===== config.mk =====
export PLATFORM = sky130hd
export DESIGN_NAME = ofifo_drain_ctrl
export DESIGN_NICKNAME = d
export VERILOG_FILES = /design/src/rtl/ofifo_drain_ctrl.sv
export SDC_FILE = /design/constraint.sdc
export NUM_CORES = 1
export LEC_CHECK = 0
export CAP_MARGIN = 10
export CORE_ASPECT_RATIO = 1.2
export CORE_UTILIZATION = 37
export DETAILED_ROUTE_END_ITERATION = 8
export DONT_BUFFER_PORTS = 1
export SYNTH_ARGS = -nofsm -noshare
export SYNTH_HDL_FRONTEND = slang
export SYNTH_SLANG_ARGS = --single-unit

===== constraint.sdc =====
create_clock -name clk -period 5.85 [get_ports clk]
set_clock_uncertainty 0.2 [all_clocks]
set_input_delay 0.2925 -clock clk [delete_from_list [all_inputs] [get_ports clk]]
set_output_delay 0.2925 -clock clk [all_outputs]
set_load 0.02 [all_outputs]

===== src/rtl/ofifo_drain_ctrl.sv =====
// ---------------------------------------------------------------------------
// ofifo_drain_ctrl
//
// Purpose
//   Drains one tile of rows from the compressed output FIFO (ofifo) into the
//   psum SRAM write port. Read pulses are issued toward the ofifo. The row
//   returned one cycle later is parked in a 2-entry in-order holding buffer.
//   The head of that buffer is presented as a valid/ready write, using an
//   address that increments from the tile base. busy/done report progress to
//   the core controller. err_ovf is a sticky flag that records an ofifo-full
//   condition seen while the sequencer was idle.
//
// Ports
//   clk          in   1            clock, all logic on posedge
//   reset        in   1            synchronous, active-high
//   start        in   1            begin draining one tile (honoured in IDLE)
//   base_addr    in   addr_bw      first SRAM address of the tile
//   num_rows     in   len_bw       rows in the tile, 0 = empty tile
//   ofifo_valid  in   1            ofifo has at least one readable row
//   ofifo_full   in   1            ofifo full flag
//   ofifo_rd     out  1            read strobe, one row per asserted cycle
//   ofifo_out    in   col*psum_bw  ofifo data, valid the cycle after ofifo_rd
//   mem_ready    in   1            SRAM accepts a write this cycle
//   mem_wen      out  1            write request valid
//   mem_addr     out  addr_bw      write address (base + accepted, wraps)
//   mem_data     out  col*psum_bw  write data (holding buffer head)
//   busy         out  1            high in every state except IDLE
//   done         out  1            one-cycle pulse once every row is written
//   err_ovf      out  1            sticky ofifo-full-while-idle flag
// ---------------------------------------------------------------------------
module ofifo_drain_ctrl #(
  parameter int col     = 8,
  parameter int psum_bw = 16,
  parameter int addr_bw = 11,
  parameter int len_bw  = 7
) (
  input  logic                   clk,
  input  logic                   reset,
  input  logic                   start,
  input  logic [addr_bw-1:0]     base_addr,
  input  logic [len_bw-1:0]      num_rows,
  input  logic                   ofifo_valid,
  input  logic                   ofifo_full,
  output logic                   ofifo_rd,
  input  logic [col*psum_bw-1:0] ofifo_out,
  input  logic                   mem_ready,
  output logic                   mem_wen,
  output logic [addr_bw-1:0]     mem_addr,
  output logic [col*psum_bw-1:0] mem_data,
  output logic                   busy,
  output logic                   done,
  output logic                   err_ovf
);

  localparam int row_bw = col * psum_bw;

  typedef enum logic [1:0] {
    IDLE  = 2'd0,
    DRAIN = 2'd1,
    FLUSH = 2'd2,
    DONE  = 2'd3
  } state_t;

  state_t              state_reg, state_next;
  logic [addr_bw-1:0]  base_reg, base_next;
  logic [len_bw-1:0]   rows_reg, rows_next;
  logic [len_bw-1:0]   issued_reg, issued_next;
  logic [len_bw-1:0]   accepted_reg, accepted_next;
  logic                inflight_reg, inflight_next;
  logic [1:0]          buf_cnt_reg, buf_cnt_next;
  logic                wr_ptr_reg, rd_ptr_reg;
  logic                err_ovf_reg, err_ovf_next;

  logic                push;
  logic                accept;
  logic                rd_ok;
  logic [2:0]          occupancy;
  logic [row_bw-1:0]   head_data;

  // -------------------------------------------------------------------------
  // Handshake and read-issue logic
  // -------------------------------------------------------------------------
  // A read issued last cycle returns its row now; capture it this cycle.
  assign push    = inflight_reg;
  assign mem_wen = (buf_cnt_reg != 2'd0);
  assign accept  = mem_wen & mem_ready;

  // Slots committed after this edge: buffered rows plus the row in flight,
  // minus the head leaving this cycle. Counting the departing head lets the
  // pipe keep one read per cycle when the SRAM is accepting every cycle.
  // accept implies buf_cnt_reg >= 1, so the subtraction cannot underflow.
  assign occupancy = {1'b0, buf_cnt_reg} + {2'b00, inflight_reg} - {2'b00, accept};

  // Reads are also suppressed while reset is asserted. This keeps rows from
  // being pulled out of the ofifo and then dropped by the reset.
  assign rd_ok = (state_reg == DRAIN) & ofifo_valid & (issued_reg < rows_reg) &
                 (occupancy < 3'd2) & ~reset;

  assign ofifo_rd = rd_ok;
  assign mem_addr = base_reg + addr_bw'(accepted_reg);
  assign mem_data = head_data;
  assign busy     = (state_reg != IDLE);
  assign done     = (state_reg == DONE);
  assign err_ovf  = err_ovf_reg;

  // -------------------------------------------------------------------------
  // Next-state logic
  // -------------------------------------------------------------------------
  always_comb begin
    state_next    = state_reg;
    base_next     = base_reg;
    rows_next     = rows_reg;
    issued_next   = issued_reg + len_bw'(rd_ok);
    accepted_next = accepted_reg + len_bw'(accept);
    inflight_next = rd_ok;
    buf_cnt_next  = buf_cnt_reg + {1'b0, push} - {1'b0, accept};
    err_ovf_next  = err_ovf_reg;

    case (state_reg)
      IDLE: begin
        if (ofifo_full) begin
          err_ovf_next = 1'b1;
        end
        // An accepted start clears the flag, even if full is seen in the
        // same cycle.
        if (start) begin
          base_next     = base_addr;
          rows_next     = num_rows;
          issued_next   = '0;
          accepted_next = '0;
          err_ovf_next  = 1'b0;
          state_next    = (num_rows == '0) ? DONE : DRAIN;
        end
      end

      DRAIN: begin
        // Move on as soon as the last read is issued. The remaining rows
        // are then finished in FLUSH.
        if (rd_ok && ((issued_reg + len_bw'(1)) == rows_reg)) begin
          state_next = FLUSH;
        end else if (issued_reg >= rows_reg) begin
          state_next = FLUSH;
        end
      end

      FLUSH: begin
        // Look one cycle ahead. If the last buffered row is accepted now,
        // done lands in the very next cycle.
        if (!inflight_reg &&
            ((buf_cnt_reg == 2'd0) || ((buf_cnt_reg == 2'd1) && accept))) begin
          state_next = DONE;
        end
      end

      DONE: begin
        state_next = IDLE;
      end

      default: begin
        state_next = IDLE;
      end
    endcase
  end

  // -------------------------------------------------------------------------
  // State and control registers
  // -------------------------------------------------------------------------
  always_ff @(posedge clk) begin
    if (reset) begin
      state_reg    <= IDLE;
      base_reg     <= '0;
      rows_reg     <= '0;
      issued_reg   <= '0;
      accepted_reg <= '0;
      inflight_reg <= 1'b0;
      buf_cnt_reg  <= 2'd0;
      wr_ptr_reg   <= 1'b0;
      rd_ptr_reg   <= 1'b0;
      err_ovf_reg  <= 1'b0;
    end else begin
      state_reg    <= state_next;
      base_reg     <= base_next;
      rows_reg     <= rows_next;
      issued_reg   <= issued_next;
      accepted_reg <= accepted_next;
      inflight_reg <= inflight_next;
      buf_cnt_reg  <= buf_cnt_next;
      // Separate write and read pointers keep the rows in order when a
      // push and a pop happen in the same cycle.
      wr_ptr_reg   <= wr_ptr_reg ^ push;
      rd_ptr_reg   <= rd_ptr_reg ^ accept;
      err_ovf_reg  <= err_ovf_next;
    end
  end

  // -------------------------------------------------------------------------
  // 2-entry holding buffer
  // -------------------------------------------------------------------------
  genvar gi;
  generate
    for (gi = 0; gi < 2; gi++) begin : g_buf
      logic [row_bw-1:0] entry_reg;

      always_ff @(posedge clk) begin
        if (reset) begin
          entry_reg <= '0;
        end else if (push && (wr_ptr_reg == 1'(gi))) begin
          entry_reg <= ofifo_out;
        end
      end
    end
  endgenerate

  assign head_data = rd_ptr_reg ? g_buf[1].entry_reg : g_buf[0].entry_reg;

endmodule

* Yosys cells after proc, flatten, opt, wreduce, memory -nomap -nowiden
Cells that the tools add are included.
** Storage, ports and cells
- Register bits :: 296
- Output and inout bits :: 144
- Word-level logic and storage cells :: 69
** Cells by class
- Add/sub/neg operators :: 8
- Magnitude comparators :: 3
- Equality and inequality tests :: 8
- Muxes and demuxes :: 13
- Bitwise gates (word level) :: 9
- Reductions and logical operators :: 16
** Operator list (number)
- $mux 128 :: 1
- $mux 7 :: 4
- $add 7x1->7 :: 2
- $add 11x7->11 :: 1
- $mux 2 :: 5
- $pmux 2 s4 :: 1
- $add 7x1->7 const B :: 1
- $eq 7x7->1 :: 1
- $ge 7x7->1 :: 1
- $logic_not 7->1 :: 1
- $lt 7x7->1 :: 1
- $reduce_bool 2->1 :: 3
- $and 1x1->1 :: 5
- $logic_and 1x1->1 :: 5
- $eq 2x1->1 const B :: 2
- $eq 2x2->1 const B :: 2
- $logic_not 2->1 :: 2
- $ne 2x2->1 const B :: 2
- $reduce_and 2->1 :: 2
- $add 2x1->3 :: 1
- $lt 3x2->1 const B :: 1
- $ne 3x1->1 const B :: 1
- $reduce_and 3->1 :: 1
- $sub 3x1->3 :: 1
- other kinds (7) :: 10

* Longest topological paths before layout
Gate-level depths: netlist (run 1).
- Depth after elaboration :: 9
- Gate-level depth with buffers :: 15
- Mapped depth without buffers :: 15

* Least setup slack after synthesis (run 1)
OpenSTA, ideal clock, no wires.
- Path type :: register -> register
- From :: reg buf_cnt_reg[1]
- To :: reg issued_reg[5]
- Library setup time :: 70 ps
- Arrival time :: 3026 ps
- Setup slack :: 2555 ps
- Stages on the path, launching flop included :: 15
- Cells stage by stage :: dfxtp_1 > or2_1 > nand2_1 > nor2_1 > or2_1 > ha_1 > inv_1 > fa_1 > xnor2_1 > nand4_1 > nor3_2 > ha_1 > nand3_1 > or3_1 > a21oi_1
** On the way
- Word-level cells in the longest chain between the ends :: 9
- Elaborated cells between the ends (all ways) :: 10
** Ends and longest elaborated chain
- start, declared :: RTL line 70 : logic [1:0] buf_cnt_reg, buf_cnt_next;
- start signal, assigned :: RTL line 187 : buf_cnt_reg <= buf_cnt_next;
- $reduce_bool 2->1 (*) :: RTL line 85 : assign mem_wen = (buf_cnt_reg != 2'd0);
- via mem_wen :: RTL line 47 : output logic mem_wen,
- $and 1x1->1 (*) :: RTL line 86 : assign accept = mem_wen & mem_ready;
- $sub 3x1->3 (*) :: RTL line 92 : assign occupancy = {1'b0, buf_cnt_reg} + {2'b00, inflight_reg} - {2'b00, accept};
- $lt 3x2->1 (*) :: RTL line 97 : (occupancy < 3'd2) & ~reset;
- $and 1x1->1 (*) :: RTL line 96 : assign rd_ok = (state_reg == DRAIN) & ofifo_valid & (issued_reg < rows_reg) &
- $and 1x1->1 (*) :: RTL line 97
- via ofifo_rd :: RTL line 44 : output logic ofifo_rd,
- $add 7x1->7 (*) :: RTL line 113 : issued_next = issued_reg + len_bw'(rd_ok);
- $mux 7 :: RTL line 126 : if (start) begin
- $mux 7 (*) :: RTL line 119 : case (state_reg)
- end signal, assigned :: RTL line 184 : issued_reg <= issued_next;
- end, declared :: RTL line 67 : logic [len_bw-1:0] issued_reg, issued_next;
The timed path passes the listed nets; every way through them passes the cells marked *.
A chain may end at the register's enable or synchronous reset.

* Final worst setup path (run 1)
- From :: reg buf_cnt_reg[1]
- To :: reg issued_reg[6]
Same word-level chain as after synthesis.

==> results of run 1 <==
metal layers:
layer	vias to the layer above	track usage
met4	0	0.0666
met3	54	0.0452
met5	-	0
li1	4451	-
met2	222	0.297
met1	4232	0.181
cells in the mapped netlist (all sizes together), types with 2 or more instances:
cell type  instances
mux2i            256
nand3              8
nand2b             2
nor2b              5
dfxtp            296
nor4               3
or2                2
and2               2
nor2             281
and3               5
fa                 2
nand2             44
xnor2             17
nor3               3
inv               24
nand4              4
clkbuf            48
ha                26
a21o               3
a22oi              2
buf               30
xor2              10
o21ai              7
mux2             129
a211oi             3
a21oi             26
cells in the final DEF, fill, tap and decap left out, types with 10 or more instances in the layout:
cell	synthesis	layout
nor2_1	281	281
xnor2_1	17	17
dfxtp_1	296	295
mux2i_1	256	256
ha_1	26	24
clkbuf_16	0	31
xor2_1	10	10
dlygate4sd3_1	0	155
clkbuf_8	0	10
mux2_1	128	128
inv_1	23	23
nand2_1	44	44
a21oi_1	26	26
through the flow:
stage | std cells | worst slack, ns | utilization | hold slack (ns)
3_3_place_gp | 1627 | 2.20 | 0.391 | 0.188
2_1_floorplan | 1249 | 2.55 | - | 0.228
4_1_cts | 1841 | 2.10 | 0.471 | 0.0206
5_1_grt | 1841 | 1.83 | 0.471 | 0.0614
3_5_place_dp | 1627 | 2.12 | 0.391 | 0.191
6_report | 1841 | 2.10 | 0.471 | 0.0118
critical path, stage by stage, from the launching register on:
cell	delay [ns]
dfxtp_1	0.40
or2_1	0.27
nand2_1	0.15
nor2_1	0.20
or2_1	0.14
ha_1	0.14
inv_1	0.05
fa_1	0.37
xnor2_1	0.15
nand4_1	0.15
nor3_2	0.55
ha_1	0.29
ha_1	0.21
nand4_1	0.12
xor2_1	0.17
nor2_1	0.05
cell type report:
type	instances	area (um2)	share of cell area
clock buffer	44	925	0.0587
clock inverter	14	170	0.0108
sequential	296	5930	0.377
inverter	24	90.1	0.00572
timing repair buffer	162	1660	0.106
tap	450	563	0.0358
multi-input combinational	851	6410	0.407
power breakdown:
| group | leakage, uW | internal, uW | total, uW | switching (uW) |
|---|---|---|---|---|
| Combinational | 0.00295 | 348 | 857 | 509 |
| Clock | 0.000529 | 1230 | 2060 | 821 |
| Sequential | 0.00239 | 2110 | 2180 | 68.3 |
| Total | 0.00587 | 3690 | 5090 | 1400 |
how the worst max path moves through the flow:
stage | startpoint | endpoint
finish | buf_cnt_reg[1] | issued_reg[6]
global route | buf_cnt_reg[1] | issued_reg[5]
CTS | buf_cnt_reg[1] | issued_reg[6]
detailed placement | buf_cnt_reg[1] | issued_reg[6]
global placement | buf_cnt_reg[1] | issued_reg[6]
floorplan | buf_cnt_reg[1] | issued_reg[5]
repair_timing:
item,CTS,global route
resized for setup,0,0
hold endpoints to repair,286,0
hold buffers,156,0
cells by family after synthesis:
| group | after synthesis |
|---|---|
| adder cells (fa/ha/maj) | 28 |
| AO/OA/AOI/OAI | 50 |
| AND/OR/NAND/NOR | 361 |
| multiplexers | 385 |
| flip-flops | 296 |
| buffers and inverters | 102 |
| XOR/XNOR | 27 |
==> impl_metrics.toml, run 1 <==
[outcome]
status = "complete, but fails checks"
violations = "max-slew violations"

[finish]
largest_reg_flops = 256
drive_above_1_share = 0.0503
final_area_um2 = 15700
diodes = 0
nets = 1546
syn_to_final_growth_pct = 24.0
fill_cells = 3134

[sta]
slew_headroom = -0.0220
rsz0062_at_grt = "no"
fin_crit_ns = 3.75
finalHoldViolCount = 0
worstMarginPinSlew_ns = 1.53
setup_viol = 0
period_share = 0.641
setup_tns_ns = 0
fmaxAchievable_mhz = 267
slew_violations = 51

[drt]
via_count = 8959
postRouteAntennaNets = 0
wl_met3_um = 2060
post-route-drc-count = 0
met1_length_um = 12200
drtIter0Drc = 342
wire_per_inst_um = 16.2
drt_pre_antenna_iters = 4
dr_wl_met2_um = 14700
wl_um = 29900
highest_layer = "met4"
viasPerCell = 4.87

[die]
die_h_um = 205
boundaryPins = 296
start_util = 0.380
dieArea_um2 = 35100
core_um2 = 33400
die_x_um = 171
num_rows = 73

[synth]
syn-cell-area_um2 = 12700
synth_compound_area_frac = 0.0242
synth_seq_cells = 296
syn_area_per_cell_um2 = 10.2
yosys_warnings = 0
syn_nets = 1429
synth_flop_cell = "dfxtp_1"
synthAdderAreaFrac = 0.0288
ys_seq_area_frac = 0.467
synth_top_family_by_area = "multiplexers"
synthCells = 1249
synth_cell_types = 44
synth.area.mux_share = 0.317
yosys.area.top_type = "dfxtp_1"
yosys.area_share.simple = 0.115
synth-edff-count = 0
yosysTopAreaCellShare = 0.467
synth-xor-area-share = 0.0186
ys_async_sr_fraction = 0
synth.area.top_cells = "dfxtp_1, mux2i_1, mux2_1"

[worst_hold_path]
min_path_type = "in2reg"
hold_end = "base_reg[0]"
min_path_cells = 2
worstHoldStart = "reset"

[global_route]
grt_pass1_vias = 9144
overflow = 0
grt_max_degree = 282
grt_pass1_wl_um = 46800
grt_usage = 0.165
antenna_found_initial = 0

[pwr]
leakagePower_uw = 0.00587
power_density_nw_per_um2 = 323
ir_drop_mv = 0.227
power_uw = 5090

[worst_setup_path]
cp.arrival_ns = 3.98
setup.worst_path.end_class = "register"
rr_worst_depth = 15
path_max_fanout = 4
ff2ff_setup_slack_ns = 2.10
crit_required_ns = 6.08
worstSetupPathType = "reg2reg"
r2r-start = "buf_cnt_reg[1]"
crit_path_start_kind = "register"
r2r-end = "issued_reg[6]"

[placement]
io_buffers = 0
placed_area_um2 = 13100
place.gp.congestion = 0.822
dp_hpwl_um = 18800

[clock_network]
htreeDepth = 1
cts_setup_buffers = 0
cts_buffer_depth = 3
cts_root_buf = "clkbuf_16"
cts_buffers = 31
worstSkewPairLatency_ns = 0.56
clkSlewWorstSetupHoldPaths_ns = 0.06
cts.sinks = 296
cts_tree = "yes"

[flow_run]
maxCapViolCount = 0
(Power assumes the default switching activity.)
==> run 2: changes to the inputs <==
Clock period 5.85 ns to 3.15 ns, I/O delays scaled along.
==> run 2 against run 1 <==
- the flow now finishes without violations
- die area unchanged
- core utilization up 2.9 points
- clock power up 83%
- combinational power up 100%
- wire length up 7.1%
- sequential power up 87%
- highest routed layer unchanged
==> impl_metrics.toml, run 2 (synthesis results as in run 1) <==
[die]
die_x_um = 171
boundaryPins = 296
core_um2 = 33400
dieArea_um2 = 35100
num_rows = 73
start_util = 0.380
die_h_um = 205

[global_route]
grt_usage = 0.179
antenna_found_initial = 1
overflow = 0
grt_pass1_wl_um = 50400
grt_max_degree = 158
grt_pass1_vias = 9971

[sta]
setup_tns_ns = 0
setup_viol = 0
fin_crit_ns = 2.97
slew_violations = 0
finalHoldViolCount = 0
rsz0062_at_grt = "yes"
slew_headroom = 0.556
worstMarginPinSlew_ns = 0.667
period_share = 0.942
fmaxAchievable_mhz = 337

[drt]
via_count = 9448
viasPerCell = 4.89
wire_per_inst_um = 16.6
postRouteAntennaNets = 0
drt_pre_antenna_iters = 4
wl_um = 32000
drtIter0Drc = 359
post-route-drc-count = 0

[finish]
most-common-layout-cells = "dfxtp_1, nor2_1, mux2i_1"
multi_input_area_um2 = 6510
final_common_cell = "dfxtp_1"
largest_reg_flops = 256
fill_cells = 3052
syn_to_final_growth_pct = 31.7
drive_above_1_share = 0.0716
seq_area_um2 = 5940
final_cells = 1931
nets = 1638

[clock_network]
cts.sinks = 296
cts_buffer_depth = 3
cts_tree = "yes"
htreeDepth = 2
cts_root_buf = "clkbuf_16"
cts_buffers = 34
clkSlewWorstSetupHoldPaths_ns = 0.06
worstSkewPairLatency_ns = 0.51

[placement]
place.gp.congestion = 0.754
dp_hpwl_um = 19100
dp_cells = 1638
io_buffers = 0

[worst_setup_path]
worstSetupPathType = "reg2reg"
path_cells = "or2_4 > nand2_2 > nor2_2 > or2_1 > ha_1 > inv_2 > fa_2 > nand4_1 > nor3_4 > ha_2 > nand3_2 > or3_4 > a21oi_2"
rr_worst_depth = 13
path_max_fanout = 4
critPathMaxStageDelay_ns = 0.52
ff2ff_setup_slack_ns = 0.18
cp.arrival_ns = 3.20
slowest_stage = "fa_2"
crit_path_start_kind = "register"
r2r-start = "buf_cnt_reg[1]"
r2r-end = "issued_reg[5]"
setup.worst_path.end_class = "register"
crit_required_ns = 3.38

[flow_run]
maxCapViolCount = 0

[worst_hold_path]
min_path_cells = 5
min_path_type = "in2reg"
hold_end = "base_reg[6]"
worstHoldStart = "start"

[outcome]
status = "complete, no violations"

[pwr]
leakagePower_uw = 0.00663
ir_drop_mv = 0.403
power_density_nw_per_um2 = 573
[run 2: what timing repair did]
| item | CTS | global route |
|---|---|---|
| endpoints found under the hold margin | 286 | 0 |
| pin swaps | 0 | 10 |
| hold buffers | 231 | 0 |
| setup buffers | 0 | 3 |
| endpoints found under the setup margin | 2 | 15 |
| resized for setup | 2 | 24 |
[run 2: worst max-delay path by stage]
| stage | slack [ns] | cells after the start | startpoint | end |
|---|---|---|---|---|
| global placement | 0.12 | 15 | buf_cnt_reg[1] | issued_reg[6] |
| detailed placement | 0.07 | 15 | buf_cnt_reg[1] | issued_reg[6] |
| finish | 0.18 | 13 | buf_cnt_reg[1] | issued_reg[5] |
| floorplan | 0.002 | 14 | buf_cnt_reg[1] | issued_reg[5] |
| global route | -0.03 | 14 | buf_cnt_reg[1] | issued_reg[5] |
| CTS | -0.002 | 11 | accepted_reg[0] | mem_addr[10] |
[run 2: area by class of cell]
type | instances | share of cell area
Sequential cell | 296 | 0.355
Inverter | 24 | 0.00539
Clock buffer | 48 | 0.0589
Timing Repair Buffer | 251 | 0.153
Clock inverter | 10 | 0.00509
Antenna cell | 1 | 0.000150
Multi-Input combinational cell | 851 | 0.389
Tap cell | 450 | 0.0337
[run 2: per-stage QoR]
| stage | instance area (um2) | hold slack [ns] | utilization | setup slack [ns] | power (uW) |
|---|---|---|---|---|---|
| 3_5_place_dp | 13200 | 0.0475 | 0.395 | 0.0654 | 5550 |
| 3_3_place_gp | 13200 | 0.0474 | 0.395 | 0.125 | 5540 |
| 6_report | 16700 | 0.0203 | 0.500 | 0.184 | 9580 |
| 5_1_grt | 16700 | 0.0437 | 0.500 | -0.0326 | 10000 |
| 4_1_cts | 16600 | 0.00380 | 0.497 | -0.00244 | 9640 |
| 2_1_floorplan | 12700 | 0.0935 | - | 0.00180 | 5260 |
[run 2: power breakdown]
part           internal (uW)  switching (uW)  leakage (uW)  total [uW]
Sequential              3920             156       0.00239        4080
Clock                   2260            1520      0.000530        3780
Combinational            778             941       0.00371        1720
[run 2: critical path: cells and delay by family, from the launching register on]
family	cells	cell delay, ns
fa+ha+maj	3	0.91
simple gates	8	1.23
buf+inv	1	0.04
flops	1	0.38
compound gates	1	0.14
[run 2: layer usage]
metal / share of wire / global-route usage
met2: 0.49 / 0.320
met4: 0.026 / 0.0651
met3: 0.084 / 0.0663
met1: 0.40 / 0.190
met5: 0 / 0
